**src/rtl/riscv_mc_controller.sv**
```systemverilog
// Multi-cycle RV32I main controller: Moore sequencer, immediate-format and ALU decoders.
// Drives every datapath select and enable for fetch, decode, execute, memory and writeback.
`timescale 1ns/1ps

module riscv_mc_controller (
    input  logic       clk,
    input  logic       rst_n,
    input  logic [6:0] op,
    input  logic [2:0] funct3,
    input  logic       funct7b5,
    input  logic       zero,
    output logic       pc_write,
    output logic       adr_src,
    output logic       mem_write,
    output logic       ir_write,
    output logic       reg_write,
    output logic [1:0] result_src,
    output logic [1:0] alu_src_a,
    output logic [1:0] alu_src_b,
    output logic [1:0] imm_src,
    output logic [2:0] alu_control,
    output logic       instr_done,
    output logic       illegal_op
);

    localparam logic [6:0] OP_LOAD  = 7'b0000011;
    localparam logic [6:0] OP_STORE = 7'b0100011;
    localparam logic [6:0] OP_RTYPE = 7'b0110011;
    localparam logic [6:0] OP_ITYPE = 7'b0010011;
    localparam logic [6:0] OP_JAL   = 7'b1101111;
    localparam logic [6:0] OP_BEQ   = 7'b1100011;

    typedef enum logic [3:0] {
        S_FETCH    = 4'd0,
        S_DECODE   = 4'd1,
        S_MEMADR   = 4'd2,
        S_MEMREAD  = 4'd3,
        S_MEMWB    = 4'd4,
        S_MEMWRITE = 4'd5,
        S_EXECUTER = 4'd6,
        S_EXECUTEI = 4'd7,
        S_ALUWB    = 4'd8,
        S_BEQ      = 4'd9,
        S_JAL      = 4'd10
    } state_t;

    state_t     r_state;
    state_t     w_next_state;
    logic [1:0] w_alu_op;
    logic       w_pc_update;
    logic       w_branch;

    // NOTE: state registers use non-blocking assignments so every flop samples pre-edge values.
    always_ff @(posedge clk or negedge rst_n) begin
        if (!rst_n) r_state <= S_FETCH;
        else        r_state <= w_next_state;
    end

    // NOTE: every output gets a default before the case so no path leaves a latch behind.
    always_comb begin
        w_next_state = S_FETCH;
        w_alu_op     = 2'b00;
        w_pc_update  = 1'b0;
        w_branch     = 1'b0;
        adr_src      = 1'b0;
        mem_write    = 1'b0;
        ir_write     = 1'b0;
        reg_write    = 1'b0;
        result_src   = 2'b00;
        alu_src_a    = 2'b00;
        alu_src_b    = 2'b00;
        instr_done   = 1'b0;
        illegal_op   = 1'b0;

        case (r_state)
            S_FETCH: begin
                ir_write     = 1'b1;
                alu_src_b    = 2'b10;
                result_src   = 2'b10;
                w_pc_update  = 1'b1;
                w_next_state = S_DECODE;
            end
            S_DECODE: begin
                // ALU precomputes old PC + imm as the branch/jump target.
                alu_src_a = 2'b01;
                alu_src_b = 2'b01;
                case (op)
                    OP_LOAD, OP_STORE: w_next_state = S_MEMADR;
                    OP_RTYPE:          w_next_state = S_EXECUTER;
                    OP_ITYPE:          w_next_state = S_EXECUTEI;
                    OP_JAL:            w_next_state = S_JAL;
                    OP_BEQ:            w_next_state = S_BEQ;
                    default: begin
                        illegal_op   = 1'b1;
                        w_next_state = S_FETCH;
                    end
                endcase
            end
            S_MEMADR: begin
                alu_src_a    = 2'b10;
                alu_src_b    = 2'b01;
                w_next_state = (op == OP_LOAD) ? S_MEMREAD : S_MEMWRITE;
            end
            S_MEMREAD: begin
                adr_src      = 1'b1;
                w_next_state = S_MEMWB;
            end
            S_MEMWB: begin
                result_src   = 2'b01;
                reg_write    = 1'b1;
                instr_done   = 1'b1;
                w_next_state = S_FETCH;
            end
            S_MEMWRITE: begin
                adr_src      = 1'b1;
                mem_write    = 1'b1;
                instr_done   = 1'b1;
                w_next_state = S_FETCH;
            end
            S_EXECUTER: begin
                alu_src_a    = 2'b10;
                w_alu_op     = 2'b10;
                w_next_state = S_ALUWB;
            end
            S_EXECUTEI: begin
                alu_src_a    = 2'b10;
                alu_src_b    = 2'b01;
                w_alu_op     = 2'b10;
                w_next_state = S_ALUWB;
            end
            S_ALUWB: begin
                reg_write    = 1'b1;
                instr_done   = 1'b1;
                w_next_state = S_FETCH;
            end
            S_BEQ: begin
                alu_src_a    = 2'b10;
                w_alu_op     = 2'b01;
                w_branch     = 1'b1;
                instr_done   = 1'b1;
                w_next_state = S_FETCH;
            end
            S_JAL: begin
                // Link value old PC + 4 goes through ALUWB while the target loads into PC.
                alu_src_a    = 2'b01;
                alu_src_b    = 2'b10;
                w_pc_update  = 1'b1;
                w_next_state = S_ALUWB;
            end
            default: w_next_state = S_FETCH;
        endcase
    end

    always_comb begin
        case (op)
            OP_STORE: imm_src = 2'b01;
            OP_BEQ:   imm_src = 2'b10;
            OP_JAL:   imm_src = 2'b11;
            default:  imm_src = 2'b00;
        endcase
    end

    always_comb begin
        case (w_alu_op)
            2'b00: alu_control = 3'b000;
            2'b01: alu_control = 3'b001;
            2'b10: begin
                case (funct3)
                    // Only R-type (op[5]=1) may subtract; addi with instr[30] set stays add.
                    3'b000:  alu_control = (op[5] & funct7b5) ? 3'b001 : 3'b000;
                    3'b010:  alu_control = 3'b101;
                    3'b110:  alu_control = 3'b011;
                    3'b111:  alu_control = 3'b010;
                    default: alu_control = 3'b000;
                endcase
            end
            default: alu_control = 3'b000;
        endcase
    end

    assign pc_write = w_pc_update | (w_branch & zero);

endmodule

```
**config.mk**
```make
export PLATFORM = sky130hd
export DESIGN_NAME = riscv_mc_controller
export DESIGN_NICKNAME = d
export VERILOG_FILES = /design/src/rtl/riscv_mc_controller.sv
export SDC_FILE = /design/constraint.sdc
export NUM_CORES = 1
export LEC_CHECK = 0
export BUFFER_PORTS_ARGS = -buffer_cell sky130_fd_sc_hd__buf_4
export CAP_MARGIN = 15
export CORE_MARGIN = 10
export CORE_UTILIZATION = 46
export DETAILED_ROUTE_END_ITERATION = 10
export GPL_ROUTABILITY_DRIVEN = 0
export PLACE_DENSITY = 0.87
export SLEW_MARGIN = 25
export SYNTH_ARGS = -nofsm -noshare
export SYNTH_HDL_FRONTEND = slang
export SYNTH_SLANG_ARGS = --single-unit
export TNS_END_PERCENT = 50
```
**constraint.sdc**
```tcl
create_clock -name clk -period 3.34 [get_ports clk]
set_clock_uncertainty 0.15 [all_clocks]
set_input_delay 0 -clock clk [delete_from_list [all_inputs] [get_ports clk]]
set_output_delay 0 -clock clk [all_outputs]
set_load 0.03 [all_outputs]
```
==> results of run 1 <==
kinds of logic after synthesis:
logic type | synth area share (%)
AOI/OAI and AO/OA | 22.2
xor gates and xnor gates | 7.11
adders and majority gates | 4.06
buffers and inverters | 8.13
DFF | 16.3
and+or+nand+nor | 42.3
cells in the final DEF, fill, tap and decap left out, types with 2 or more instances in the layout:
| cell | count |
|---|---|
| a21oi_1 | 6 |
| a22o_1 | 2 |
| and2_1 | 2 |
| and3_1 | 2 |
| buf_4 | 31 |
| clkbuf_4 | 3 |
| dfrtp_1 | 4 |
| dlygate4sd3_1 | 6 |
| ha_1 | 2 |
| inv_1 | 4 |
| nand2_1 | 3 |
| nand3b_1 | 2 |
| nor2_1 | 5 |
| nor2b_1 | 3 |
| nor3_1 | 2 |
| nor3b_1 | 4 |
| nor4_1 | 4 |
| o21ai_0 | 2 |
| xnor2_1 | 4 |
cell usage after synthesis:
| master | instances | area (um2) |
|---|---|---|
| xor2_1 | 1 | 8.76 |
| or2_2 | 1 | 6.26 |
| nor3_1 | 2 | 10.0 |
| nor4b_2 | 1 | 15.0 |
| o21ai_0 | 2 | 10.0 |
| and4b_1 | 1 | 10.0 |
| or3b_2 | 1 | 8.76 |
| o21bai_1 | 1 | 7.51 |
| and3b_1 | 1 | 8.76 |
| o221a_1 | 1 | 11.3 |
| a22o_1 | 2 | 17.5 |
| a21oi_1 | 6 | 30.0 |
| and3_1 | 2 | 12.5 |
| xnor2_1 | 4 | 35.0 |
| nand2b_1 | 1 | 6.26 |
| nor2b_1 | 3 | 18.8 |
| a21o_1 | 1 | 7.51 |
| a21boi_1 | 1 | 7.51 |
| buf_2 | 7 | 35.0 |
| nor4_1 | 4 | 25.0 |
| and2_1 | 2 | 12.5 |
| nand2_1 | 3 | 11.3 |
| nor4b_1 | 1 | 8.76 |
| a211o_1 | 1 | 8.76 |
| nor2_1 | 5 | 18.8 |
| nor3b_1 | 4 | 30.0 |
| inv_1 | 4 | 15.0 |
| o211a_1 | 1 | 10.0 |
| a31o_2 | 1 | 8.76 |
| ha_1 | 2 | 25.0 |
| dfrtp_1 | 4 | 100 |
| or3b_1 | 1 | 8.76 |
| nand4bb_4 | 1 | 27.5 |
| o22ai_1 | 1 | 6.26 |
| o41a_1 | 1 | 11.3 |
| nand3b_1 | 2 | 15.0 |
| nand4_1 | 1 | 6.26 |
critical path: cells and delay by family (launching register included):
family                   cells  cell delay, ns
flip-flops                   1            0.67
buffers and inverters        1            0.21
adder cells (fa/ha/maj)      1            0.36
AND/OR/NAND/NOR              3            0.76
metrics by stage:
| step | hold slack (ns) | util [%] | area, um2 |
|---|---|---|---|
| after CTS | 0.0377 | 71.2 | 915 |
| final | 0.0530 | 71.2 | 915 |
| after global placement | -0.354 | 64.8 | 832 |
| after floorplan | -0.446 | - | 616 |
| after global routing | 0.0356 | 71.2 | 915 |
| after detailed placement | -0.353 | 64.8 | 832 |
final timing paths:
kind	from	to	slack [ns]	cells past startpoint
max reg2reg	r_state[1]$_DFF_PN0_	r_state[1]$_DFF_PN0_	1.28	4
min in group asynchronous	rst_n	r_state[1]$_DFF_PN0_	0.54	3
min reg2reg	r_state[0]$_DFF_PN0_	r_state[0]$_DFF_PN0_	0.69	1
max	r_state[0]$_DFF_PN0_	alu_control[2]	0.96	5
max in group asynchronous	rst_n	r_state[3]$_DFF_PN0_	2.33	3
min	op[5]	r_state[0]$_DFF_PN0_	0.05	4
where the power goes:
| group | leakage, nW | switching, mW | internal [mW] |
|---|---|---|---|
| combinational | 0.360 | 0.170 | 0.138 |
| sequential | 0.0531 | 0.0330 | 0.0550 |
| clock | 0.0138 | 0.0219 | 0.0403 |
| total | 0.427 | 0.225 | 0.234 |
metal layers:
metal | global-route usage, % | vias up | wire (um)
met5 | 0 | - | 0
met4 | 4.12 | 0 | 0
met3 | 6.52 | 0 | 166
met2 | 18.8 | 26 | 878
met1 | 11.2 | 311 | 799
li1 | - | 355 | -
final cells by class:
type / count / area [um2] / area share, %
Timing Repair Buffer: 37 / 293 / 32.0
Tap cell: 15 / 18.8 / 2.05
Multi-Input combinational cell: 63 / 465 / 50.9
Sequential cell: 4 / 100 / 10.9
Inverter: 4 / 15.0 / 1.64
Clock buffer: 3 / 22.5 / 2.46
==> results.md, run 1 <==
- Fmax: 420 MHz
- CTS Root Buffer Type: clkbuf_4
- DP HPWL: 1360 um
- Synthesized netlist cell count: 78
- Iter 0 DRT Violations: 4
- Overall power: 458 uW
- RSZ-0062 raised after global routing: no
- Die area: 3200 um2
- Core outline area: 1280 um2
- Crit Path Max Fanout: 20
- # diodes: 0
- Vias: 692
- Crit-path max cell delay: 0.67 ns
- Yosys cell types: 37
- Crit. End Element: output port
- H-Tree Level Count: 1
- Hold Path Class: input port to flop
- PortBufs: 31
- First-pass GRT wire length: 3020 um
- Detailed Route WL: 1840 um
- Run status: complete, no violations
- Post-CTS setup buffers: 0
- Die height: 56.6 um
- Final hold viol count: 0
- I/O pins: 32
- Post-DR vias/cell: 5.49
- Cts repair resizes: 0
- DP Worst Slack: 1.21 ns
- Crit share post-route: 71.3%
- Area of the mapped netlist: 616 um2
- Longest Clk Path Bufs: 2
- Final net count: 129
- Setup-failing EPs final: 0
- Fraction of layout cells with a size suffix above 1: 35.1%
- #FFs+latches synth: 4
- Starting density of the core: 47.9%
- Max transition margin: 58.1%
- CTS Hold Buffers Added: 6
- Warnings from Yosys: 0
- Seq/Total Area, Yosys: 16.3%
- Crit path kind: flop to output port
- Crit start category: flop
- Max-slew violation count: 0
- # placed instances: 117
- Reg clk slew, reported paths: 0.04 ns
- CTS tree: yes
- Least-Margin Pin Slew: 0.629 ns
- Final min period: 2.38 ns
- Row count: 13
- Leak pwr: 0.427 nW
- Clk_lat worst skew: 0.24 ns
- Syn Area/Cell: 7.89 um2
- Syn_nets: 94
- Max-Cap Viols: 0
- Final routed DRC violation total: 0
- CP arrival: 2.23 ns
- TNS Setup: 0 ns
- Initial antenna violation count: 0
- Final Non-Filler Cells: 126
- Power density over the cells: 501 nW/um2
- Fill count: 112
- ANT nets after route: 0
- Slowest-stage cell, CP: dfrtp_1
- Gr usage total: 11.3%
- Largest register FFs: 4
- Final WS setup: 0.959 ns
- Vias in the first global route: 694
- Die width: 56.6 um
- WL per Instance: 14.6 um
- First drt pass iteration count: 4
- Num CTS Buffers: 3
- Top reg by flops: r_state
- Clock sink count: 4
- Gr ovfl total: 0
- Pin count of the biggest net entering global routing: 22
- Req. time, crit path: 3.19 ns
- Layout area overhead: 48.6%
- Top flop regs: r_state: 4 flops
- Critical path cell sequence: nor3b_1 -> nand2_1 -> ha_1 -> nor4_1 -> buf_4
- Maximum vdd drop: 0.476 mV
(Power assumes the default switching activity.)
==> run 2: changes to the inputs <==
CORE_UTILIZATION = 44   (was 46)
PLACE_DENSITY = 0.84   (was 0.87)
clock period = 2.4 ns   (was 3.34 ns; I/O delays follow)
==> run 2 against run 1 <==
Worst setup slack lost 0.73 ns. Critical path depth is the same. Worst hold slack gained 0.012 ns. Register-to-register slack lost 0.83 ns. Non-clock buffer count grew 2. Wire length grew 1.6%. Via count grew 6.1%. Sequential share of layout area shrank 0.15 points. Critical endpoint unchanged.
==> results.md, run 2 (synthesis gave the netlist of run 1 again) <==
- Final Non-Filler Cells: 128 (was 126)
- PortBufs: 31 (unchanged)
- Detailed Route WL: 1870 um (was 1840 um)
- Hold Path Class: input port to flop (unchanged)
- Crit path kind: flop to output port (unchanged)
- First-pass GRT wire length: 3150 um (was 3020 um)
- DP HPWL: 1450 um (was 1360 um)
- Max transition margin: 70.7% (was 58.1%)
- RSZ-0062 raised after global routing: no (unchanged)
- Initial antenna violation count: 0 (unchanged)
- Post-CTS setup buffers: 0 (unchanged)
- Maximum vdd drop: 0.565 mV (was 0.476 mV)
- Power density over the cells: 700 nW/um2 (was 501 nW/um2)
- Pin count of the biggest net entering global routing: 21 (was 22)
- First drt pass iteration count: 4 (unchanged)
- Max-Cap Viols: 0 (unchanged)
- Row count: 13 (unchanged)
- Vias: 734 (was 692)
- Slowest-stage cell, CP: dfrtp_1 (unchanged)
- Final hold viol count: 0 (unchanged)
- Crit-path max cell delay: 0.52 ns (was 0.67 ns)
- ANT nets after route: 0 (unchanged)
- Die width: 57.4 um (was 56.6 um)
- CTS Root Buffer Type: clkbuf_4 (unchanged)
- Least-Margin Pin Slew: 0.440 ns (was 0.629 ns)
- Iter 0 DRT Violations: 13 (was 4)
- CTS Hold Buffers Added: 5 (was 6)
- Gr ovfl total: 0 (unchanged)
- Reg clk slew, reported paths: 0.04 ns (about the same)
- Max-slew violation count: 0 (unchanged)
- Top flop regs: r_state: 4 flops (unchanged)
- Post-DR vias/cell: 5.73 (was 5.49)
- Vias in the first global route: 732 (was 694)
- Num CTS Buffers: 3 (unchanged)
- TNS Setup: 0 ns (unchanged)
- I/O pins: 32 (unchanged)
- Run status: complete, no violations (unchanged)
- Req. time, crit path: 2.25 ns (was 3.19 ns)
- CTS tree: yes (unchanged)
- Clk_lat worst skew: 0.23 ns (was 0.24 ns)
- Final net count: 131 (was 129)
- Starting density of the core: 46.7% (was 47.9%)
- Most frequent cells in the layout: 34 x buf_4, 6 x a21oi_1, 5 x nor2_1, 5 x dlygate4sd3_1 (was 31 x buf_4, 6 x a21oi_1, 6 x dlygate4sd3_1)
- Final WS setup: 0.229 ns (was 0.959 ns)
- Cts repair resizes: 0 (unchanged)
- # diodes: 0 (unchanged)
- Longest Clk Path Bufs: 2 (unchanged)
- Critical path cell sequence: nor3b_1 -> nand2_1 -> ha_1 -> nor4_1 -> buf_4 (unchanged)
- Most common cell after layout, fill and taps aside: buf_4 (unchanged)
- WL per Instance: 14.6 um (about the same)
- Fraction of layout cells with a size suffix above 1: 37.2% (was 35.1%)
- CP arrival: 2.02 ns (was 2.23 ns)
- Die area: 3300 um2 (was 3200 um2)
- Crit start category: flop (unchanged)
- Die height: 57.4 um (was 56.6 um)
- Leak pwr: 0.441 nW (was 0.427 nW)
- DP Worst Slack: 0.439 ns (was 1.21 ns)
- H-Tree Level Count: 1 (unchanged)
- Crit Path Max Fanout: 14 (was 20)
- Gr usage total: 11.1% (was 11.3%)
- Setup-failing EPs final: 0 (unchanged)
- Top reg by flops: r_state (unchanged)
- Crit. End Element: output port (unchanged)
- # placed instances: 120 (was 117)
- Core outline area: 1320 um2 (was 1280 um2)
- Crit share post-route: 90.4%
- Final min period: 2.17 ns
- Fmax: 461 MHz
- Overall power: 649 uW (was 458 uW)
- Final routed DRC violation total: 0 (unchanged)
- Layout area overhead: 50.6% (was 48.6%)
- Clock sink count: 4 (unchanged)
- Largest register FFs: 4 (unchanged)
- Number of buffers and inverters on the critical path: 1 (unchanged)
- Crit-path leading delay family: simple AND/OR/NAND/NOR gates (unchanged)
==> run 2: worst paths after layout <==
| kind | from | to | slack (ns) | depth (start not counted) |
|---|---|---|---|---|
| max in group asynchronous | rst_n | r_state[2]$_DFF_PN0_ | 1.39 | 3 |
| worst min-delay path | op[5] | r_state[0]$_DFF_PN0_ | 0.06 | 4 |
| worst max-delay path | r_state[2]$_DFF_PN0_ | alu_control[2] | 0.23 | 5 |
| worst min register to register | r_state[0]$_DFF_PN0_ | r_state[0]$_DFF_PN0_ | 0.53 | 2 |
| worst max register to register | r_state[3]$_DFF_PN0_ | r_state[1]$_DFF_PN0_ | 0.45 | 5 |
| min in group asynchronous | rst_n | r_state[1]$_DFF_PN0_ | 0.54 | 3 |
==> run 2: routing by layer <==
layer	global-route usage (%)	part of all wire [%]	vias to the layer above
met5	0	0	-
met4	4.03	0	0
met3	3.76	11	0
met2	20.4	50	34
met1	11.3	39	343
li1	-	-	357
==> run 2: area by class of cell <==
class	count	area, um2
flip-flops and latches	4	100
multi-input cells	63	465
fillers	116	390
repair buffers	39	305
well taps	15	18.8
clock buffers	3	22.5
inverters	4	15.0
==> run 2: tightest hold or removal path, delay by kind of cell <==
family                 cells  cell delay, ns
buffers and inverters      1            0.14
and+or+nand+nor            1            0.08
AOI/OAI and AO/OA          2            0.18
==> run 2: power by group <==
group	switching [mW]	total (mW)	internal [mW]	leakage [nW]
clock	0.0254	0.0813	0.0558	0.0138
sequential	0.00617	0.0835	0.0773	0.0531
combinational	0.280	0.484	0.204	0.375
total	0.311	0.649	0.337	0.441
==> run 2: stage by stage <==
step                      hold WS [ns]  util, %  instance area [um2]
final                           0.0648     70.4                  927
after floorplan                 -0.446        -                  616
after global placement          -0.354     64.9                  855
after global routing            0.0861     70.4                  927
after detailed placement        -0.353     64.9                  855
after CTS                       0.0570     70.4                  927
